[config.mk]
export PLATFORM = sky130hd
export DESIGN_NAME = alu_host_if
export DESIGN_NICKNAME = d
export VERILOG_FILES = /design/src/rtl/alu_pkg.sv /design/src/rtl/alu_cmd_serializer.sv /design/src/rtl/alu_host_if.sv
export SDC_FILE = /design/constraint.sdc
export NUM_CORES = 1
export LEC_CHECK = 0
export ABC_AREA = 0
export BUFFER_PORTS_ARGS = -buffer_cell sky130_fd_sc_hd__buf_4
export CAP_MARGIN = 25
export CELL_PAD_IN_SITES_DETAIL_PLACEMENT = 0
export CELL_PAD_IN_SITES_GLOBAL_PLACEMENT = 1
export CORE_ASPECT_RATIO = 0.5
export CORE_UTILIZATION = 35
export CTS_BUF_LIST = sky130_fd_sc_hd__clkbuf_8
export CTS_CLUSTER_SIZE = 14
export DETAILED_ROUTE_END_ITERATION = 16
export GPL_TIMING_DRIVEN = 0
export PLACE_DENSITY_LB_ADDON = 0.05
export REMOVE_ABC_BUFFERS = 1
export SYNTH_ARGS = -nofsm -noshare
export SYNTH_HDL_FRONTEND = slang
export SYNTH_SLANG_ARGS = --single-unit
export TNS_END_PERCENT = 50
[constraint.sdc]
create_clock -name clock -period 1.8 [get_ports clock]
set_clock_uncertainty 0.1 [all_clocks]
set_input_delay 0.18 -clock clock [delete_from_list [all_inputs] [get_ports clock]]
set_output_delay 0.18 -clock clock [all_outputs]
set_load 0.02 [all_outputs]
[src/rtl/alu_pkg.sv]
// Shared definitions for the FIFO-attached ALU and its host interface.
// The ALU adopts the same opcode values and command word count.
`timescale 1ns/1ps
package alu_pkg;
  localparam logic [2:0] OP_ADD     = 3'd0;
  localparam logic [2:0] OP_MUL     = 3'd1;
  localparam logic [2:0] OP_MUL_ADD = 3'd2;

  localparam int CMD_WORDS = 4;

  typedef enum logic [1:0] {
    TX_IDLE = 2'd0,
    TX_PUSH = 2'd1,
    TX_GAP  = 2'd2
  } tx_state_t;

  typedef enum logic [1:0] {
    RX_IDLE    = 2'd0,
    RX_POP     = 2'd1,
    RX_CAPTURE = 2'd2,
    RX_HOLD    = 2'd3
  } rx_state_t;
endpackage

[src/rtl/alu_cmd_serializer.sv]
// Latches one command and pushes it into the ALU command FIFO as
// opcode, arg1, arg2, arg3, leaving one idle cycle after every push.
`timescale 1ns/1ps
module alu_cmd_serializer
  import alu_pkg::*;
#(
  parameter int DATA_WIDTH = 32
) (
  input  logic                  clock,
  input  logic                  reset_n,
  input  logic                  start,
  input  logic [2:0]            opcode,
  input  logic [DATA_WIDTH-1:0] arg1,
  input  logic [DATA_WIDTH-1:0] arg2,
  input  logic [DATA_WIDTH-1:0] arg3,
  input  logic                  cmd_full,
  output logic                  cmd_wr,
  output logic [DATA_WIDTH-1:0] cmd_dout,
  output tx_state_t             state,
  output tx_state_t             state_next
);

  logic [DATA_WIDTH-1:0] words [CMD_WORDS];
  logic [1:0]            idx;
  logic                  push;

  always_comb begin
    state_next = state;
    push       = 1'b0;
    case (state)
      TX_IDLE: if (start) state_next = TX_PUSH;
      TX_PUSH: begin
        if (!cmd_full) begin
          push       = 1'b1;
          state_next = TX_GAP;
        end
      end
      // The gap cycle lets cmd_full catch up with the push just made.
      TX_GAP:  state_next = (idx == 2'(CMD_WORDS - 1)) ? TX_IDLE : TX_PUSH;
      default: state_next = TX_IDLE;
    endcase
  end

  always_ff @(posedge clock or negedge reset_n) begin
    if (!reset_n) begin
      state    <= TX_IDLE;
      cmd_wr   <= 1'b0;
      cmd_dout <= '0;
      idx      <= '0;
      for (int i = 0; i < CMD_WORDS; i++) words[i] <= '0;
    end else begin
      state    <= state_next;
      cmd_wr   <= push;
      cmd_dout <= push ? words[idx] : '0;
      if (start && state == TX_IDLE) begin
        words[0] <= {{(DATA_WIDTH-3){1'b0}}, opcode};
        words[1] <= arg1;
        words[2] <= arg2;
        words[3] <= arg3;
        idx      <= '0;
      end else if (state == TX_GAP && idx != 2'(CMD_WORDS - 1)) begin
        idx <= idx + 2'd1;
      end
    end
  end

endmodule

[src/rtl/alu_host_if.sv]
// Host-side command issuer and in-order result collector for the FIFO ALU.
// Handshakes: a transfer happens on a rising clock edge where valid && ready.
`timescale 1ns/1ps
module alu_host_if
  import alu_pkg::*;
#(
  parameter int DATA_WIDTH      = 32,
  parameter int MAX_OUTSTANDING = 4,
  localparam int CNT_W          = $clog2(MAX_OUTSTANDING + 1)
) (
  input  logic                  clock,
  input  logic                  reset_n,
  input  logic                  req_valid,
  output logic                  req_ready,
  input  logic [2:0]            req_opcode,
  input  logic [DATA_WIDTH-1:0] req_arg1,
  input  logic [DATA_WIDTH-1:0] req_arg2,
  input  logic [DATA_WIDTH-1:0] req_arg3,
  input  logic                  cmd_full,
  output logic                  cmd_wr,
  output logic [DATA_WIDTH-1:0] cmd_dout,
  input  logic                  res_empty,
  output logic                  res_rd,
  input  logic [DATA_WIDTH-1:0] res_din,
  output logic                  rsp_valid,
  input  logic                  rsp_ready,
  output logic [DATA_WIDTH-1:0] rsp_data,
  output logic [CNT_W-1:0]      outstanding
);

  tx_state_t        tx_state, tx_state_next;
  rx_state_t        rx_state, rx_state_next;
  logic             req_fire, rsp_fire, pop;
  logic [CNT_W-1:0] cnt_next;

  assign req_fire = req_valid && req_ready;
  assign rsp_fire = (rx_state == RX_HOLD) && rsp_ready;

  alu_cmd_serializer #(.DATA_WIDTH(DATA_WIDTH)) u_ser (
    .clock      (clock),
    .reset_n    (reset_n),
    .start      (req_fire),
    .opcode     (req_opcode),
    .arg1       (req_arg1),
    .arg2       (req_arg2),
    .arg3       (req_arg3),
    .cmd_full   (cmd_full),
    .cmd_wr     (cmd_wr),
    .cmd_dout   (cmd_dout),
    .state      (tx_state),
    .state_next (tx_state_next)
  );

  always_comb begin
    cnt_next = outstanding;
    case ({req_fire, rsp_fire})
      2'b10:   cnt_next = outstanding + CNT_W'(1);
      2'b01:   cnt_next = outstanding - CNT_W'(1);
      default: cnt_next = outstanding;
    endcase
  end

  // Spurious results (nothing outstanding) stay in the FIFO untouched.
  always_comb begin
    rx_state_next = rx_state;
    pop           = 1'b0;
    case (rx_state)
      RX_IDLE: begin
        if (!res_empty && outstanding != '0) begin
          pop           = 1'b1;
          rx_state_next = RX_POP;
        end
      end
      RX_POP:     rx_state_next = RX_CAPTURE;
      RX_CAPTURE: rx_state_next = RX_HOLD;
      RX_HOLD:    if (rsp_ready) rx_state_next = RX_IDLE;
      default:    rx_state_next = RX_IDLE;
    endcase
  end

  // req_ready is registered from next-state values so it equals the
  // idle/limit condition of the current cycle.
  always_ff @(posedge clock or negedge reset_n) begin
    if (!reset_n) begin
      rx_state    <= RX_IDLE;
      outstanding <= '0;
      req_ready   <= 1'b0;
      res_rd      <= 1'b0;
      rsp_valid   <= 1'b0;
      rsp_data    <= '0;
    end else begin
      rx_state    <= rx_state_next;
      outstanding <= cnt_next;
      req_ready   <= (tx_state_next == TX_IDLE) &&
                     (cnt_next < CNT_W'(MAX_OUTSTANDING));
      res_rd      <= pop;
      if (rx_state == RX_CAPTURE) begin
        rsp_data  <= res_din;
        rsp_valid <= 1'b1;
      end else if (rsp_fire) begin
        rsp_valid <= 1'b0;
      end
    end
  end

endmodule

---- Word-level counts from Yosys, hierarchy flattened ----
Cells that the tools add are included.
operators by class
  order comparisons ....................... 2
  eq/ne operators ......................... 11
  bitwise gates (word level) .............. 1
  add/subtract/negate cells ............... 3
  reduce and logical (&&, ||, !) cells .... 14
  mux-type cells .......................... 20
operators by type and width
  cell                                                      count
  2-to-1 mux 32 bit                                         3
  binary-select mux 32 bit (select 2 bit)                   1
  2-to-1 mux 2 bit                                          6
  == test 2 bit, second input constant                      5
  one-hot mux 2 bit (4 select lines)                        1
  2-to-1 mux 1 bit                                          7
  == test 2 x 1 -> 1 bit, second input constant             3
  logical AND 1 bit                                         6
  zero test 2 bit                                           3
  != test 2 bit, second input constant                      3
  one-hot mux 2 bit (3 select lines)                        1
  one-hot mux 3 bit (2 select lines)                        1
  nonzero test 2 bit                                        2
  adder 3 x 1 -> 3 bit, second input constant               1
  greater-or-equal comparator 3 bit, second input constant  1
  less-than comparator 3 bit, second input constant         1
  inverter 2 -> 3 bit                                       1
  nonzero test 3 bit                                        1
  subtractor 3 x 1 -> 3 bit, second input constant          1
  adder 2 x 1 -> 2 bit, second input constant               1
  AND reduction 2 bit                                       1
  zero test 1 bit                                           1
storage, ports and cells
  output and inout port bits .............. 71
  word-level logic and storage cells ...... 65
  input bits .............................. 137
  register bits ........................... 176

---- Longest topological paths before layout ----
Gate-level depths: netlist of run 1.
  word-level depth ........................ 6
  depth in mapped cells ................... 8
  depth with buffers taken out ............ 8

---- Cells and area by module ----
From an unflattened synthesis of run 1, not the netlist that was laid out.
second synthesis, totals
  cell total of the unflattened synthesis .. 480
  area total of the unflattened synthesis .. 7218.2 µm²
by module, submodules not included
  module              times used  area an instance (µm²)  seq. area each (µm²)  cells an instance
  alu_cmd_serializer  1           5605.4                  3403.3                376
  alu_host_if         1           1612.8                  1001.0                104

---- Least setup slack after synthesis of run 1 ----
OpenSTA, ideal clock, no wires.
  kind .................................... flip-flop to flip-flop
  start point ............................. register rx_state[1]
  end point ............................... register req_ready
  setup slack ............................. -0.174 ns
  clock period less this slack ............ 1.974 ns
  buffers on the path ..................... 0
  library setup time ...................... 0.094 ns
  cell stages (with the launch flop) ...... 9
  data required time ...................... 1.606 ns
  data arrival time ....................... 1.780 ns
  cells stage by stage .................... dfrtp_1 -> ha_1 -> nand2_1 -> inv_1 -> ha_1 -> fa_1 -> xnor2_1 -> o32ai_1 -> a211oi_1
on the way
  cells in the longest elaborated chain, start to end .. 6
  elaborated cells on any way between the ends .. 7
  those cells by class .................... 1 x order compare; 3 x eq/ne; 1 x mux; 2 x reduce/logical
RTL lines
  item                                                            line               source
  from (decl)                                                     alu_host_if.sv:32  rx_state_t rx_state, rx_state_next;
  from (signal assigned)                                          alu_host_if.sv:92  rx_state <= rx_state_next;
  == test 2 bit *                                                 alu_host_if.sv:37  assign rsp_fire = (rx_state == RX_HOLD) && rsp_ready;
  logical AND 1 bit *                                             alu_host_if.sv:37
  == test 2 x 1 -> 1 bit / == test 2 bit (equally long branches)  alu_host_if.sv:56  case ({req_fire, rsp_fire})
  one-hot mux 3 bit (2 select lines) *                            alu_host_if.sv:56
  less-than comparator 3 bit *                                    alu_host_if.sv:95  (cnt_next < CNT_W'(MAX_OUTSTANDING));
  logical AND 1 bit *                                             alu_host_if.sv:94  req_ready <= (tx_state_next == TX_IDLE) &&
  to (signal assigned)                                            alu_host_if.sv:94
  to (decl)                                                       alu_host_if.sv:14  output logic req_ready,
Mark *: on every way between the ends. The rest lies on a longest branch, timed or not.
A chain may end at the register's enable or synchronous reset.

---- Worst setup path after layout of run 1 ----
  start point ............................. register rx_state[1]
  end point ............................... register outstanding[2]
on the way
  cells in the longest elaborated chain, start to end .. 4
  elaborated cells on any way between the ends .. 5
  those cells by class .................... 3 x eq/ne; 1 x mux; 1 x reduce/logical
RTL lines
  item                                                            line               source
  == test 2 bit *                                                 alu_host_if.sv:37
  logical AND 1 bit *                                             alu_host_if.sv:37
  == test 2 x 1 -> 1 bit / == test 2 bit (equally long branches)  alu_host_if.sv:56
  one-hot mux 3 bit (2 select lines) *                            alu_host_if.sv:56
  named net cnt_next[2]                                           alu_host_if.sv:34  logic [CNT_W-1:0] cnt_next;
  to (signal assigned)                                            alu_host_if.sv:93  outstanding <= cnt_next;
  to (decl)                                                       alu_host_if.sv:28  output logic [CNT_W-1:0] outstanding
The timed path passes the listed nets; every way through them passes the cells marked *.

==> flow_metrics.env, run 1 <==
export IMPL_numPortBuffers=207
export IMPL_clk_insertion_delay_late_ns=0.44
export IMPL_worst_pin_slew_ns=0.6050
export IMPL_grt_pass1_vias=5220
export IMPL_final_area_um2=11010
export IMPL_die_w_um=203.8
export IMPL_cts_sinks=176
export IMPL_max_slew_margin_pct=59.66
export IMPL_failed_checks="negative setup slack"
export IMPL_cts_clk_slew_worst_paths_ns=0.10
export IMPL_place_ws_ns=-0.6976
export IMPL_ys_types=32
export IMPL_yosys_warnings=0
export IMPL_wirelength_um=18090
export IMPL_drt_wirelength_per_cell_um=16.35
export IMPL_numCtsBuffers=17
export IMPL_grt_overflow_total=0
export IMPL_drive_gt1_share_pct=51.67
export IMPL_peakVddDrop_v=0.0005207
export IMPL_cts_tree="yes"
export IMPL_vias=5115
export IMPL_power_total_mw=16.23
export IMPL_row_count=36
export IMPL_placed_area_um2=9095
export IMPL_setup_ws_ns=-0.1531
export IMPL_critPathLaunchType="flip-flop"
export IMPL_leakagePower_nw=4.976
export IMPL_setup_viol=2
export IMPL_status="complete, but fails checks"
export IMPL_gr_usage_all_layers_pct=17.37
export IMPL_rsz0062_at_grt="yes"
export IMPL_syn_area_um2=7129
export IMPL_min_path_type="primary input to async pin"
export IMPL_firstDrtPassIters=4
export IMPL_drc=0
export IMPL_cp_end_kind="flip-flop"
export IMPL_r2r_start="rx_state[1]"
export IMPL_path_max_fanout=3
export IMPL_layout_min_cycle_time_ns=1.953
export IMPL_initial_core_util_pct=36.22
export IMPL_antenna_found_initial=0
export IMPL_fin_setup_tns_ns=-0.3012
export IMPL_grt_pass1_wl_um=27810
export IMPL_rr_endpoint="outstanding[2]"
export IMPL_clockBufferDepth=2
export IMPL_diodes=0
export IMPL_final_common_cell="buf_4"
export IMPL_most_common_layout_cells="buf_4 (216), dfrtp_1 (172), mux2_2 (154)"
export IMPL_fmax_mhz=512.0
export IMPL_core_um2=19680
export IMPL_drv_cap=0
export IMPL_drtIter0Drc=195
export IMPL_nets=971
export IMPL_ys_seq_elements=176
export IMPL_area_growth_pct=54.41
export IMPL_num_io_pins=208
export IMPL_synth_ff_type="dfrtp_1"
export IMPL_arrival_ns=2.19
export IMPL_gp_congestion=0.7123
export IMPL_clock_root_buffer="clkbuf_8"
export IMPL_ff2ff_setup_slack_ns=-0.15
export IMPL_synth_edf_count=0
export IMPL_rr_worst_depth=9
export IMPL_critical_path_required_ns=2.03
export IMPL_grt_max_degree=116
export IMPL_fin_crit_sh_pct=108.5
export IMPL_drv_slew=0
export IMPL_synth_cells=476
export IMPL_die_y_um=102.9
export IMPL_syn_area_per_cell_um2=14.98
export IMPL_via_per_inst=4.625
export IMPL_post_dp_hpwl_um=11290
export IMPL_p_per_area_nw_per_um2=1474
export IMPL_async_flop_share_pct=100.0
export IMPL_hold_viol=0
export IMPL_die_area_um2=20980
export IMPL_drtAntennaViolNets=0
export IMPL_seq_area_frac_synth_pct=61.78
export IMPL_crit_type="flip-flop to flip-flop"
export IMPL_cts_max_level=4
==> stage by stage <==
stage | utilization, % | hold slack, ns | std cells
after detailed placement | 46.21 | 0.04499 | 928
after global routing | 55.92 | 0.1608 | 1106
final | 55.92 | 0.1308 | 1106
after floorplan | - | -0.2156 | 446
after CTS | 55.64 | 0.1298 | 1102
after global placement | 45.07 | 0.2505 | 919
==> synthesized netlist by cell type, types with 2 or more instances <==
cell      count  area [um^2]
ha_1          6        75.07
xnor2_1       2        17.52
a22oi_1      28        210.2
mux2_1       10        112.6
mux2_2      154         1734
buf_4         2        15.01
dfrtp_1     176         4404
a22o_1        4        35.03
buf_1         4        15.01
nor2_1       31        116.4
inv_1         6        22.52
and2_1        4        25.02
nand2_1       4        15.01
a21oi_1       3        15.01
clkbuf_1      5        18.77
mux4_2        3        67.56
buf_2        19        95.09
==> power by group <==
part / internal (mW) / total (mW) / switching, mW
registers: 5.69 / 6.68 / 0.989
clock network: 1.31 / 2.80 / 1.48
logic: 3.92 / 6.75 / 2.83
total: 10.9 / 16.2 / 5.30
==> worst max path at each step <==
stage | startpoint | to | cells past startpoint
2_1_floorplan | req_ready | u_ser.words[0] | 3
3_3_place_gp | u_ser.state[1] | u_ser.words[3] | 2
3_5_place_dp | u_ser.state[1] | u_ser.words[52] | 6
4_1_cts | rx_state[1] | req_ready | 8
5_1_grt | rx_state[1] | req_ready | 8
6_report | rx_state[1] | outstanding[2] | 9
==> worst max-delay path, stage by stage, from the launching register on <==
cell	delay [ns]
dfrtp_1	0.40
ha_2	0.20
nand2_2	0.07
inv_2	0.04
ha_4	0.15
fa_2	0.36
xnor2_2	0.20
buf_4	0.15
nor2_2	0.03
xor2_1	0.13
==> layout make-up <==
type | count | area (um^2)
Clock buffer | 19 | 261.5
Clock inverter | 13 | 137.6
Fill cell | 1692 | 8676
Inverter | 6 | 22.52
Multi-Input combinational cell | 265 | 2648
Sequential cell | 176 | 4414
Tap cell | 266 | 332.8
Timing Repair Buffer | 361 | 3192
==> routing by layer <==
layer / up-vias / GRT usage, % / part of all wire [%] / wire (um)
met2: 127 / 26.90 / 45 / 8226
li1: 2388 / - / - / -
met4: 0 / 5.205 / 0.74 / 133
met5: - / 0 / 0 / 0
met3: 14 / 4.425 / 5.3 / 954
met1: 2586 / 24.09 / 49 / 8772
==> what timing repair did <==
item,in CTS,in global routing
hold buffers,136,0
pin swaps,7,1
gates resized for setup,17,6
endpoints found under the setup margin,168,36
buffers inserted,7,4
cloned,2,0
hold endpoints to repair,196,0
==> registers in the layout (all words and copies together) (netlist names) <==
register        flops
rx_state            2
u_ser.idx           2
u_ser.cmd_wr        1
u_ser.words        99
outstanding         3
rsp_data           32
req_ready           1
u_ser.cmd_dout     32
res_rd              1
rsp_valid           1
u_ser.state         2
==> cells by family (layout without fill, tap and decap cells) <==
kind of cell / after synthesis / count (layout) / share of synthesized area (%)
compound gates: 40 / 40 / 4.194
xor+xnor: 3 / 3 / 0.3686
fa+ha+maj: 7 / 7 / 1.334
buf+inv: 36 / 399 / 2.334
flops: 176 / 176 / 61.78
mux: 168 / 168 / 26.99
simple gates: 46 / 47 / 3.001
No activity file was read; power rests on OpenSTA's default activity.
==> run 2: changes to the inputs <==
BUFFER_PORTS_ARGS = default   (was -buffer_cell sky130_fd_sc_hd__buf_4)
DONT_BUFFER_PORTS = 1   (was default)
==> run 2 against run 1 <==
  * The run ends with negative hold slack, negative setup slack left
  * Critical endpoint is now req_ready
  * Die area unchanged
  * Largest power group is now registers
  * Flip-flop and latch count unchanged
  * Final cell count decreased by 17%
  * Register-to-register slack improved by 0.02 ns
==> flow_metrics.env, run 2 (synthesized netlist as in run 1, its figures left out) <==
export IMPL_drt_wirelength_per_cell_um=19.51
export IMPL_drv_cap=0
export IMPL_wl_met3_um=1099
export IMPL_vias=4504
export IMPL_final_common_cell="dfrtp_1"
export IMPL_crit_chain="ha_2 > nand2_2 > inv_2 > ha_4 > fa_2 > xnor2_4 > o32ai_1 > a211oi_1"
export IMPL_combPwrFrac_pct=35.5
export IMPL_numPortBuffers=0
export IMPL_hold_buffers=137
export IMPL_num_io_pins=208
export IMPL_internal_power_mw=10.87
export IMPL_cts_sinks=176
export IMPL_cp_end_kind="flip-flop"
export IMPL_cp_num_buf_inv=1
export IMPL_via_per_inst=4.896
export IMPL_status="complete, but fails checks"
export IMPL_grt_max_degree=177
export IMPL_crit_slowest_cell="dfrtp_1"
export IMPL_switchingPower_mw=5.245
export IMPL_grt_pass1_vias=4883
export IMPL_leakagePower_nw=4.254
export IMPL_max_slew_margin_pct=63.33
export IMPL_clock_root_buffer="clkbuf_8"
export IMPL_swShare_pct=32.55
export IMPL_core_um2=19680
export IMPL_firstDrtPassIters=4
export IMPL_power_total_mw=16.12
export IMPL_cp_depth=8
export IMPL_row_count=36
export IMPL_largest_register_ff_count=99
export IMPL_rr_endpoint="req_ready"
export IMPL_reg_top3="u_ser.words x99, rsp_data x32, u_ser.cmd_dout x32"
export IMPL_critical_path_required_ns=2.02
export IMPL_fin_crit_sh_pct=107.5
export IMPL_hold_viol=177
export IMPL_p_seq_share_pct=46.8
export IMPL_rr_worst_depth=8
export IMPL_cts_max_level=4
export IMPL_area_growth_pct=39.52
export IMPL_hold_ws_ns=-0.6878
export IMPL_most_common_layout_cells="dfrtp_1 (173), dlygate4sd3_1 (137), mux2_2 (121)"
export IMPL_fmax_mhz=516.8
export IMPL_grt_overflow_total=0
export IMPL_critPathLaunchType="flip-flop"
export IMPL_gr_usage_all_layers_pct=16.47
export IMPL_wl_met2_um=8824
export IMPL_p_per_area_nw_per_um2=1620
export IMPL_layout_min_cycle_time_ns=1.935
export IMPL_worst_pin_slew_ns=0.5500
export IMPL_path_max_fanout=3
export IMPL_drv_slew=0
export IMPL_post_dp_hpwl_um=10640
export IMPL_failed_checks="negative hold slack, negative setup slack"
export IMPL_place_ws_ns=-0.5554
export IMPL_grt_pass1_wl_um=25900
export IMPL_wirelength_um=17950
export IMPL_clk_insertion_delay_late_ns=0.45
export IMPL_nets=786
export IMPL_critPathMaxStageDelay_ns=0.39
export IMPL_diodes=0
export IMPL_peakVddDrop_v=0.0006773
export IMPL_die_w_um=203.8
export IMPL_topRoutingLayerUsed="met4"
export IMPL_drtIter0Drc=140
export IMPL_die_y_um=102.9
export IMPL_setup_viol=4
export IMPL_setup_ws_ns=-0.1349
export IMPL_clockBufferDepth=2
export IMPL_initial_core_util_pct=36.22
export IMPL_cts_clk_slew_worst_paths_ns=0.09
export IMPL_met1_length_um=7807
export IMPL_crit_type="flip-flop to flip-flop"
export IMPL_die_area_um2=20980
export IMPL_arrival_ns=2.15
export IMPL_r2r_start="rx_state[1]"
export IMPL_drc=0
export IMPL_largest_register="u_ser.words"
export IMPL_gp_congestion=0.7514
export IMPL_min_path_type="primary input to async pin"
export IMPL_antenna_found_initial=0
export IMPL_pwr_share_clk_pct=17.8
export IMPL_ff2ff_setup_slack_ns=-0.13
export IMPL_drive_gt1_share_pct=37.92
export IMPL_fillers=1677
export IMPL_drtAntennaViolNets=0
export IMPL_critPathTopFamily="adder cells"
export IMPL_rsz0062_at_grt="yes"
export IMPL_numCtsBuffers=17
export IMPL_cts_tree="yes"
-- run 2: through the flow --
stage / util (%) / TNS, ns / area [um^2] / hold WS, ns / cells
after floorplan: - / -208.32 / 6985 / -0.2156 / 446
after global placement: 37.18 / -377.54 / 7318 / -0.2114 / 712
after detailed placement: 38.21 / -53.76 / 7521 / -0.2124 / 720
after CTS: 48.55 / -3.181 / 9557 / -0.7416 / 901
after global routing: 50.53 / -1.647 / 9947 / -0.7358 / 920
final: 50.53 / -0.2421 / 9947 / -0.6878 / 920
-- run 2: worst max path at each step --
stage / from / end / slack [ns]
2_1_floorplan: req_ready / u_ser.words[0] / -1.83
3_3_place_gp: u_ser.idx[1] / u_ser.cmd_dout[26] / -2.84
4_1_cts: rx_state[1] / req_ready / -0.18
6_report: rx_state[1] / req_ready / -0.13
3_5_place_dp: req_ready / u_ser.words[52] / -0.56
5_1_grt: rx_state[1] / req_ready / -0.19
-- run 2: routing by layer --
metal	global-route usage (%)	up-vias
li1	-	2021
met1	19.37	2329
met2	28.62	136
met3	5.278	18
met4	6.015	0
met5	0	-
-- run 2: power by group through the flow --
stage / Clock [mW] / Combinational, mW / Sequential (mW)
2_1_floorplan: 0 / 3.43 / 7.23
3_3_place_gp: 0 / 3.84 / 7.66
3_5_place_dp: 0 / 4.52 / 7.57
4_1_cts: 2.98 / 5.22 / 7.51
5_1_grt: 3.15 / 6.18 / 7.76
6_report: 2.86 / 5.72 / 7.53
-- run 2: area by class of cell --
class	instances	area, um^2	area share (%)
Inverter	6	22.52	0.2264
Clock inverter	11	140.1	1.409
Clock buffer	20	275.3	2.767
Timing Repair Buffer	176	1976	19.86
Sequential cell	176	4413	44.36
Tap cell	266	332.8	3.346
Multi-Input combinational cell	265	2788	28.03
-- run 2: what timing repair did --
| item | in CTS | in global routing |
|---|---|---|
| hold endpoints to repair | 315 | 177 |
| pin swaps | 8 | 4 |
| setup buffers | 12 | 12 |
| endpoints found under the setup margin | 162 | 48 |
| cloned | 1 | 7 |
| gates resized for setup | 30 | 33 |
==> run 3: changes to the inputs <==
HOLD_SLACK_MARGIN = 0.12   (was default)
==> run 3 against run 2 <==
  * The flow still finishes with violations (negative hold slack, negative setup slack)
  * Highest routed layer unchanged
  * Flip-flop and latch count unchanged
  * Global-route usage unchanged
  * Final cell count unchanged
  * Clock power about the same
  * Wire length unchanged
  * Critical path depth unchanged
  * Sequential share of layout area unchanged
  * Utilization unchanged
  * Largest cell class unchanged
  * First-iteration DRC count unchanged
  * Non-clock buffer count unchanged
==> flow_metrics.env, run 3 (synthesized netlist as in run 1, its figures left out) <==
export IMPL_grt_overflow_total=0
export IMPL_power_total_mw=16.12
export IMPL_setup_viol=4
export IMPL_status="complete, but fails checks"
export IMPL_placedCellCount=720
export IMPL_drt_wirelength_per_cell_um=19.51
export IMPL_largest_register_ff_count=99
export IMPL_numCtsBuffers=17
export IMPL_die_w_um=203.8
export IMPL_pwr_share_clk_pct=17.8
export IMPL_num_io_pins=208
export IMPL_rsz0062_at_grt="yes"
export IMPL_crit_chain="ha_2 > nand2_2 > inv_2 > ha_4 > fa_2 > xnor2_4 > o32ai_1 > a211oi_1"
export IMPL_vias=4504
export IMPL_leakagePower_nw=4.254
export IMPL_crit_slowest_cell="dfrtp_1"
export IMPL_grt_pass1_vias=4883
export IMPL_die_y_um=102.9
export IMPL_p_seq_share_pct=46.8
export IMPL_worst_pin_slew_ns=0.5500
export IMPL_fmax_mhz=516.8
export IMPL_hold_buffers=137
export IMPL_hold_ws_ns=-0.6878
export IMPL_path_max_fanout=3
export IMPL_nets=786
export IMPL_critPathMaxStageDelay_ns=0.39
export IMPL_critPathLaunchType="flip-flop"
export IMPL_placed_area_um2=7521
export IMPL_post_dp_hpwl_um=10640
export IMPL_row_count=36
export IMPL_cts_tree="yes"
export IMPL_switchingPower_mw=5.245
export IMPL_place_ws_ns=-0.5554
export IMPL_drtIter0Drc=140
export IMPL_core_um2=19680
export IMPL_p_per_area_nw_per_um2=1620
export IMPL_cts_max_level=4
export IMPL_crit_type="flip-flop to flip-flop"
export IMPL_drc=0
export IMPL_layout_min_cycle_time_ns=1.935
export IMPL_drive_gt1_share_pct=37.92
export IMPL_rr_endpoint="req_ready"
export IMPL_antenna_found_initial=0
export IMPL_final_common_cell="dfrtp_1"
export IMPL_cp_end_kind="flip-flop"
export IMPL_fin_setup_tns_ns=-0.2421
export IMPL_drtAntennaViolNets=0
export IMPL_firstDrtPassIters=4
export IMPL_grt_pass1_wl_um=25900
export IMPL_hold_viol=177
export IMPL_numPortBuffers=0
export IMPL_wirelength_um=17950
export IMPL_internal_power_mw=10.87
export IMPL_r2r_start="rx_state[1]"
export IMPL_ff2ff_setup_slack_ns=-0.13
export IMPL_gr_usage_all_layers_pct=16.47
export IMPL_drv_cap=0
export IMPL_critPathTopFamily="adder cells"
export IMPL_arrival_ns=2.15
export IMPL_most_common_layout_cells="dfrtp_1 (173), dlygate4sd3_1 (137), mux2_2 (121)"
export IMPL_final_area_um2=9947
export IMPL_drv_slew=0
export IMPL_critical_path_required_ns=2.02
export IMPL_fin_crit_sh_pct=107.5
export IMPL_clk_insertion_delay_late_ns=0.45
export IMPL_failed_checks="negative hold slack, negative setup slack"
export IMPL_combPwrFrac_pct=35.5
export IMPL_largest_register="u_ser.words"
export IMPL_rr_worst_depth=8
export IMPL_area_growth_pct=39.52
export IMPL_reg_top3="u_ser.words x99, rsp_data x32, u_ser.cmd_dout x32"
export IMPL_cts_clk_slew_worst_paths_ns=0.09
export IMPL_via_per_inst=4.896
export IMPL_peakVddDrop_v=0.0006773
export IMPL_max_slew_margin_pct=63.33
export IMPL_clock_root_buffer="clkbuf_8"
export IMPL_cp_num_buf_inv=1
export IMPL_fin_cells=920
export IMPL_die_area_um2=20980
export IMPL_setup_ws_ns=-0.1349
export IMPL_grt_max_degree=177
export IMPL_min_path_type="primary input to async pin"
export IMPL_clockBufferDepth=2
export IMPL_cts_sinks=176
export IMPL_gp_congestion=0.7514
export IMPL_initial_core_util_pct=36.22
export IMPL_swShare_pct=32.55
export IMPL_diodes=0
export IMPL_final_core_util_pct=50.53
==> run 3: cell counts in the layout (fill, tap and decap cells not counted) <==
Identical to the previous run, type by type.
==> run 3: area by class of cell <==
type | instances | area (um^2)
Multi-Input combinational cell | 265 | 2788
Timing Repair Buffer | 176 | 1976
Tap cell | 266 | 332.8
Inverter | 6 | 22.52
Clock inverter | 11 | 140.1
Fill cell | 1677 | 9737
Sequential cell | 176 | 4413
Clock buffer | 20 | 275.3
==> run 3: metal layers <==
| metal | share of wire [%] | routed length, um | vias up | track usage (%) |
|---|---|---|---|---|
| met5 | 0 | 0 | - | 0 |
| met4 | 1.2 | 215 | 0 | 6.015 |
| met3 | 6.1 | 1099 | 18 | 5.278 |
| met2 | 49 | 8824 | 136 | 28.62 |
| met1 | 44 | 7807 | 2329 | 19.37 |
| li1 | - | - | 2021 | - |
==> run 3: how the worst max path moves through the flow <==
stage | startpoint | end | slack [ns] | cells after the start
2_1_floorplan | req_ready | u_ser.words[0] | -1.83 | 3
5_1_grt | rx_state[1] | req_ready | -0.19 | 8
4_1_cts | rx_state[1] | req_ready | -0.18 | 8
6_report | rx_state[1] | req_ready | -0.13 | 8
3_3_place_gp | u_ser.idx[1] | u_ser.cmd_dout[26] | -2.84 | 3
3_5_place_dp | req_ready | u_ser.words[52] | -0.56 | 5
==> run 3: power by group through the flow <==
| stage | clock network, mW | registers [mW] | logic [mW] |
|---|---|---|---|
| final | 2.86 | 7.53 | 5.72 |
| after floorplan | 0 | 7.23 | 3.43 |
| after detailed placement | 0 | 7.57 | 4.52 |
| after CTS | 2.98 | 7.51 | 5.22 |
| after global placement | 0 | 7.66 | 3.84 |
| after global routing | 3.15 | 7.76 | 6.18 |
==> run 3: timing repair <==
| item | 4_1_cts | 5_1_grt |
|---|---|---|
| pin swaps | 8 | 4 |
| hold endpoints to repair | 318 | 179 |
| resized for setup | 30 | 33 |
| setup endpoints to repair | 162 | 48 |
| setup buffers | 12 | 12 |
| gates cloned | 1 | 7 |
